<file path="src/rtl/pipeline_hazard_ctrl.sv">
// Hazard and sequencing controller for a 5-stage pipeline: RAW stalls, branch flushes, memory freeze with timeout fault.
// Optional feature macro: PIPE_FORWARDING_EN (defined -> only load-use hazards stall).
module pipeline_hazard_ctrl #(
    parameter int MAX_WAIT = 15,
    parameter int WAIT_W   = 4,
    parameter int CNT_W    = 16
) (
    input  logic             clk,
    input  logic             reset,
    input  logic [3:0]       id_rn,
    input  logic [3:0]       id_rm,
    input  logic             id_uses_rn,
    input  logic             id_uses_rm,
    input  logic [3:0]       ex_rd,
    input  logic             ex_reg_write,
    input  logic             ex_mem_to_reg,
    input  logic [3:0]       mem_rd,
    input  logic             mem_reg_write,
    input  logic [3:0]       wb_rd,
    input  logic             wb_reg_write,
    input  logic             branch_taken,
    input  logic             mem_busy,
    output logic             pc_enable,
    output logic             if_id_enable,
    output logic             id_ex_enable,
    output logic             ex_mem_enable,
    output logic             if_id_flush,
    output logic             id_ex_flush,
    output logic             fault,
    output logic [CNT_W-1:0] stall_count,
    output logic [CNT_W-1:0] flush_count
);

    localparam logic [1:0] RUN      = 2'd0;
    localparam logic [1:0] MEM_WAIT = 2'd1;
    localparam logic [1:0] FAULT    = 2'd2;

    logic [1:0]        state, state_nx;
    logic [WAIT_W-1:0] wait_cnt, wait_nx;
    logic              stall_inc, flush_inc;
    logic              ex_hit, mem_hit, wb_hit, load_use, data_hz;

    // R15 is the PC, never a real register dependency.
    function automatic logic src_hit(input logic uses, input logic [3:0] src,
                                     input logic [3:0] rd, input logic wr);
        return uses && wr && (rd == src) && (rd != 4'd15);
    endfunction

    assign ex_hit  = src_hit(id_uses_rn, id_rn, ex_rd, ex_reg_write)
                   | src_hit(id_uses_rm, id_rm, ex_rd, ex_reg_write);
    assign mem_hit = src_hit(id_uses_rn, id_rn, mem_rd, mem_reg_write)
                   | src_hit(id_uses_rm, id_rm, mem_rd, mem_reg_write);
    assign wb_hit  = src_hit(id_uses_rn, id_rn, wb_rd, wb_reg_write)
                   | src_hit(id_uses_rm, id_rm, wb_rd, wb_reg_write);
    assign load_use = ex_hit && ex_mem_to_reg;

`ifdef PIPE_FORWARDING_EN
    assign data_hz = load_use;
    logic unused_hits;
    assign unused_hits = mem_hit | wb_hit;
`else
    assign data_hz = ex_hit | mem_hit | wb_hit;
`endif

    // NOTE: every always_comb output gets a default first so no path leaves a latch.
    always_comb begin
        pc_enable     = 1'b0;
        if_id_enable  = 1'b0;
        id_ex_enable  = 1'b0;
        ex_mem_enable = 1'b0;
        if_id_flush   = 1'b0;
        id_ex_flush   = 1'b0;
        state_nx      = state;
        wait_nx       = wait_cnt;
        stall_inc     = 1'b0;
        flush_inc     = 1'b0;
        if (!reset) begin
            if_id_flush = 1'b1;
            id_ex_flush = 1'b1;
        end else begin
            case (state)
                RUN: begin
                    if (mem_busy) begin
                        state_nx = MEM_WAIT;
                        wait_nx  = WAIT_W'(1);
                    end else if (branch_taken) begin
                        {pc_enable, if_id_enable, id_ex_enable, ex_mem_enable} = 4'b1111;
                        if_id_flush = 1'b1;
                        id_ex_flush = 1'b1;
                        flush_inc   = 1'b1;
                    end else if (data_hz) begin
                        id_ex_enable  = 1'b1;
                        ex_mem_enable = 1'b1;
                        id_ex_flush   = 1'b1;
                        stall_inc     = 1'b1;
                    end else begin
                        {pc_enable, if_id_enable, id_ex_enable, ex_mem_enable} = 4'b1111;
                    end
                end
                MEM_WAIT: begin
                    stall_inc = 1'b1;
                    if (!mem_busy) begin
                        state_nx = RUN;
                        wait_nx  = '0;
                    end else if (wait_cnt == WAIT_W'(MAX_WAIT)) begin
                        state_nx = FAULT;
                    end else begin
                        wait_nx = wait_cnt + WAIT_W'(1);
                    end
                end
                FAULT: state_nx = FAULT;
                default: state_nx = RUN;
            endcase
        end
    end

    // NOTE: sequential state uses non-blocking assignments so all registers see pre-edge values.
    always_ff @(posedge clk or negedge reset) begin
        if (!reset) begin
            state       <= RUN;
            wait_cnt    <= '0;
            stall_count <= '0;
            flush_count <= '0;
        end else begin
            state    <= state_nx;
            wait_cnt <= wait_nx;
            if (stall_inc && stall_count != '1)
                stall_count <= stall_count + CNT_W'(1);
            if (flush_inc && flush_count != '1)
                flush_count <= flush_count + CNT_W'(1);
        end
    end

    assign fault = (state == FAULT);

endmodule
</file>
<file path="config.mk">
export PLATFORM = sky130hd
export DESIGN_NAME = pipeline_hazard_ctrl
export DESIGN_NICKNAME = d
export VERILOG_FILES = /design/src/rtl/pipeline_hazard_ctrl.sv
export SDC_FILE = /design/constraint.sdc
export NUM_CORES = 1
export LEC_CHECK = 0
export ABC_AREA = 1
export CORE_MARGIN = 5
export CORE_UTILIZATION = 25
export CTS_CLUSTER_DIAMETER = 120
export DETAILED_ROUTE_END_ITERATION = 7
export HOLD_SLACK_MARGIN = 0.1
export PLACE_DENSITY = 0.53
export REMOVE_ABC_BUFFERS = 1
export SLEW_MARGIN = 20
export SYNTH_ARGS = -nofsm -noshare
export SYNTH_HDL_FRONTEND = slang
export SYNTH_SLANG_ARGS = --single-unit
</file>
<file path="constraint.sdc">
create_clock -name clk -period 2.02 [get_ports clk]
set_input_delay 0.404 -clock clk [delete_from_list [all_inputs] [get_ports clk]]
set_output_delay 0.404 -clock clk [all_outputs]
set_load 0.05 [all_outputs]
</file>
# == Word level (Yosys, flattened, before mapping) ==
# Cells that the tools add are included.
# W data, S select, Z words.
# totals
regBits,38
in_bits,30
out_inout_bits,39
word_cells,83
# classes
addsub,3
eq_ne,17
n_mux,30
bitwise,5
n_reduce_logical,24
# ops
cell,n
$add A16 B1 Y16 const B,2
$ne A16 B16 Y1 const B,2
$eq A4 B4 Y1,6
$mux W1,21
$logic_and A1 B1 Y1,20
$mux W4,3
$ne A4 B4 Y1 const B,3
$pmux W4 S2,1
$mux W2,3
$ne A3 B3 Y1 const B,2
$pmux W2 S3,1
$or A1 B1 Y1,5
$add A4 B1 Y4 const B,1
$eq A4 B4 Y1 const B,1
$reduce_and A4 Y1,1
$reduce_and A3 Y1,1
$eq A2 B1 Y1 const B,1
$eq A2 B2 Y1 const B,1
$logic_not A2 Y1,1
$ne A2 B2 Y1 const B,1
$pmux W1 S2,1
$reduce_bool A2 Y1,1

# == Longest topological paths before layout ==
# depth
ltp_word,12
ltp_mapped,14
mapped_depth_nobuf,13

# == Worst setup path before layout ==
# No wires, ideal clock.
# synth_timing
kind,reg-to-output
start,reg state[0]
end,out pc_enable
arrival_time_ps,2988
t_required_ps,1616
slack_ps,-1372
path_stages_with_launch,6
path_buffers,1
cell_sequence,dfrtp_1 -> nor2_2 -> nand2_2 -> nor2_1 -> a21boi_0 -> buf_4
# synth_between
elab_chain_cells,3
# synth_lines
element,line,text
from (decl),38,"logic [1:0] state, state_nx;"
from (signal assigned),125,state <= state_nx;
$logic_not A2 Y1,n/a,
$mux W1 (2 in a row),n/a,
to (decl),23,"output logic pc_enable,"
# Every way passes these cells.

# == Worst setup path in the final report ==
# layout_timing
start,in wb_rd[2]
end,out pc_enable
# layout_between
elab_chain_cells,10
word_cells_on_any_way,14
cone_classes,eq/ne: 3; mux: 5; bitwise: 2; reduce/logical: 4
# layout_lines
element,line,text
from (decl),19,"input logic [3:0] wb_rd,"
$eq A4 B4 Y1,46,return uses && wr && (rd == src) && (rd != 4'd15);
$logic_and A1 B1 Y1 (2 in a row),46,
$or A1 B1 Y1 *,54,"| src_hit(id_uses_rm, id_rm, wb_rd, wb_reg_write);"
$or A1 B1 Y1 *,62,assign data_hz = ex_hit | mem_hit | wb_hit;
$mux W1 *,91,end else if (data_hz) begin
$mux W1 *,86,end else if (branch_taken) begin
$mux W1 *,83,if (mem_busy) begin
$mux W1 *,81,case (state)
$mux W1 *,77,if (!reset) begin
# Mark *: on every way between the ends. The rest lies on a longest branch, timed or not.

==> flow_summary.json <==
{
  "placed_cell_area_sq_mm": 0.00366,
  "gp_congestion": 0.861,
  "yosysWarnings": 0,
  "syn2layout_area_growth_pct": 41.0,
  "status": "completed",
  "pwr_density_cell_mw_per_mm2": 791,
  "rsz0062_at_grt": "no",
  "synth_area_sq_mm": 0.00264,
  "dr.pass1.iters": 4,
  "power.net_switching_mw": 1.27,
  "cts_tree": "built",
  "grt_usage_pct": 11.4,
  "critPathMaxFanout": 4,
  "drtIter0Drc": 106,
  "stdcell_area_sq_mm": 0.00373,
  "crit_type": "in -> out",
  "switching_share_pct": 43.3,
  "worstPathArrival_ps": 1560,
  "worstReg2RegStart": "flush_count[1]",
  "worst_slack_ps": 57.8,
  "p_comb_share_pct": 46.9,
  "num_antenna_cells": 0,
  "first_global_vias": 2579,
  "reg2reg_to": "flush_count[13]",
  "synth_edf_count": 0,
  "max_freq_mhz": 510,
  "skew_ps": 10.5,
  "gr-total-overflow": 0,
  "antenna_found_initial": 0,
  "ant_nets": 0,
  "initial_core_util_pct": 25.6,
  "yosysMostFrequentCell": "nand2_1",
  "wl_microns": 7240,
  "seqPwrFrac_pct": 34.7,
  "fin_total_pwr_mw": 2.95,
  "synth_top_cell_by_area": "dfrtp_1",
  "cts_buffer_depth": 2,
  "hold_violations": 0,
  "pre_cts_ws_ps": -484,
  "core_sq_mm": 0.0103,
  "path_clk_slew_ps": 70,
  "vdd_ir_drop_max_v": 0.000542,
  "period_needed_ps": 1960,
  "synth_top_area_share_pct": 36.0,
  "grt_start_max_net_pins": 61,
  "p_clk_share_pct": 18.4,
  "grt_pass1_wl_microns": 12200,
  "crit_required_ps": 1620,
  "hpwlAfterDp_microns": 5730,
  "period_share_pct": 97.1,
  "nNetsFinal": 503,
  "cp-end-kind": "primary output",
  "leakage_nw": 1.97,
  "p_int_mw": 1.67,
  "fp.dieW_microns": 113,
  "viasPerCell": 4.41,
  "cp-start-kind": "input port",
  "vias": 2676,
  "io_pins": 69,
  "reg2reg_setup_slack_ps": 290,
  "postSynthAreaPerCell_sq_um": 6.99,
  "synthArstFlopShare_pct": 100,
  "cts_max_level": 2,
  "cts_root_buf": "clkbuf_8",
  "insertion_delay_ps": 280,
  "synth-seq-cells": 38,
  "synth_commonest_cells": "136 x nand2_1, 39 x nor2_1, 38 x dfrtp_1",
  "die_area_sq_mm": 0.0127,
  "post_drt_wl_per_cell_microns": 11.9,
  "ys_types": 30,
  "syn-instance-count": 378,
  "drive_gt1_share_pct": 23.8,
  "tightest_slew_ps": 506,
  "finalSetupViolations": 0,
  "num-fill-cells": 1084,
  "clock-sinks": 38,
  "drcViolationCount": 0,
  "hold_class": "in -> async",
  "numCtsBuffers": 5,
  "seq_area_frac_synth_pct": 36.0,
  "rows": 37,
  "maxCapViolCount": 0,
  "slew_headroom_pct": 66.2,
  "die_h_microns": 113,
  "port_buffers": 67,
  "synth.area.top_cells": "dfrtp_1 36%, nand2_1 19%, xor2_1 6.0%, nor2_1 5.5%, inv_1 5.0%",
  "rr_worst_depth": 10,
  "drv_slew": 0,
  "synth_ff_type": "dfrtp_1",
  "cp-startpoint": "wb_rd[2]"
}
==> layout make-up <==
| cell class | instances | area (sq um) | area share [%] |
|---|---|---|---|
| clock buffers | 7 | 86.3 | 2.32 |
| clock inverters | 1 | 5.00 | 0.134 |
| inverters | 40 | 150 | 4.03 |
| multi-input cells | 293 | 1550 | 41.6 |
| flip-flops and latches | 38 | 951 | 25.5 |
| well taps | 136 | 170 | 4.57 |
| repair buffers | 92 | 813 | 21.8 |
==> timing repair <==
| action | 4_1_cts | 5_1_grt |
|---|---|---|
| hold buffers | 0 | 0 |
| gates resized for setup | 84 | 27 |
| setup endpoints to repair | 3 | 6 |
| setup buffers | 0 | 1 |
| pin swaps | 14 | 9 |
==> stage by stage <==
stage / util [%] / std cells / TNS [ps] / hold slack [ps]
final: 36.1 / 607 / 0 / 146
after global routing: 36.1 / 607 / 0 / 165
after CTS: 36.5 / 606 / 0 / 147
after detailed placement: 35.4 / 599 / -4990 / 460
after global placement: 35.4 / 599 / -4420 / 455
after floorplan: - / 371 / -5750 / 108
==> how the worst max path moves through the flow <==
| stage | slack, ps | cells past startpoint | to |
|---|---|---|---|
| finish | 60 | 11 | pc_enable |
| global route | 1 | 11 | if_id_enable |
| CTS | 1 | 11 | pc_enable |
| detailed placement | -480 | 11 | pc_enable |
| global placement | -430 | 11 | pc_enable |
| floorplan | -2580 | 4 | if_id_enable |
==> sequential cells by signal (all words and copies together) (netlist names) <==
register and count:
flush_count 16, stall_count 16, wait_cnt 4, state 2
==> critical path, stage by stage <==
cell and delay, ps:
clkdlybuf4s15_2 210, inv_1 80, nand2_1 50, nand2_1 60, nor2_1 40, nand3_1 80, nand2_1 60, nand2_2 70
nand3_4 90, a21boi_4 240, buf_12 170
==> per-layer routing <==
metal | track usage [%] | vias to the layer above | share of wire (%)
li1 | - | 1398 | -
met1 | 14.7 | 1226 | 46
met2 | 20.5 | 50 | 50
met3 | 2.25 | 2 | 4.0
met4 | 0.962 | 0 | 0.19
met5 | 0 | - | 0
==> cells by family after synthesis <==
kind of cell,count (synthesis),share of synthesized area (%)
AO/OA/AOI/OAI,18,3.79
XOR/XNOR,28,9.28
adder cells (fa/ha/maj),3,1.42
buffers and inverters,47,7.39
flip-flops,38,36.0
AND/OR/NAND/NOR,244,42.1
==> power by group through the flow <==
stage,sequential (mW),combinational [mW],clock [mW]
3_3_place_gp,1.04,1.37,0
5_1_grt,1.05,1.50,0.600
3_5_place_dp,1.04,1.39,0
2_1_floorplan,1.27,0.550,0
4_1_cts,1.03,1.39,0.564
6_report,1.02,1.38,0.541
==> placed cells by master, fill, tap and decap left out, types with 14 or more instances in the layout <==
| master | instances |
|---|---|
| buf_2 | 14 |
| buf_4 | 38 |
| clkdlybuf4s50_1 | 17 |
| dfrtp_1 | 38 |
| inv_1 | 26 |
| inv_2 | 14 |
| nand2_1 | 133 |
| nand3_1 | 20 |
| nand4_1 | 21 |
| nor2_1 | 37 |
| xor2_1 | 18 |
Power figures use the tool's default switching activity.
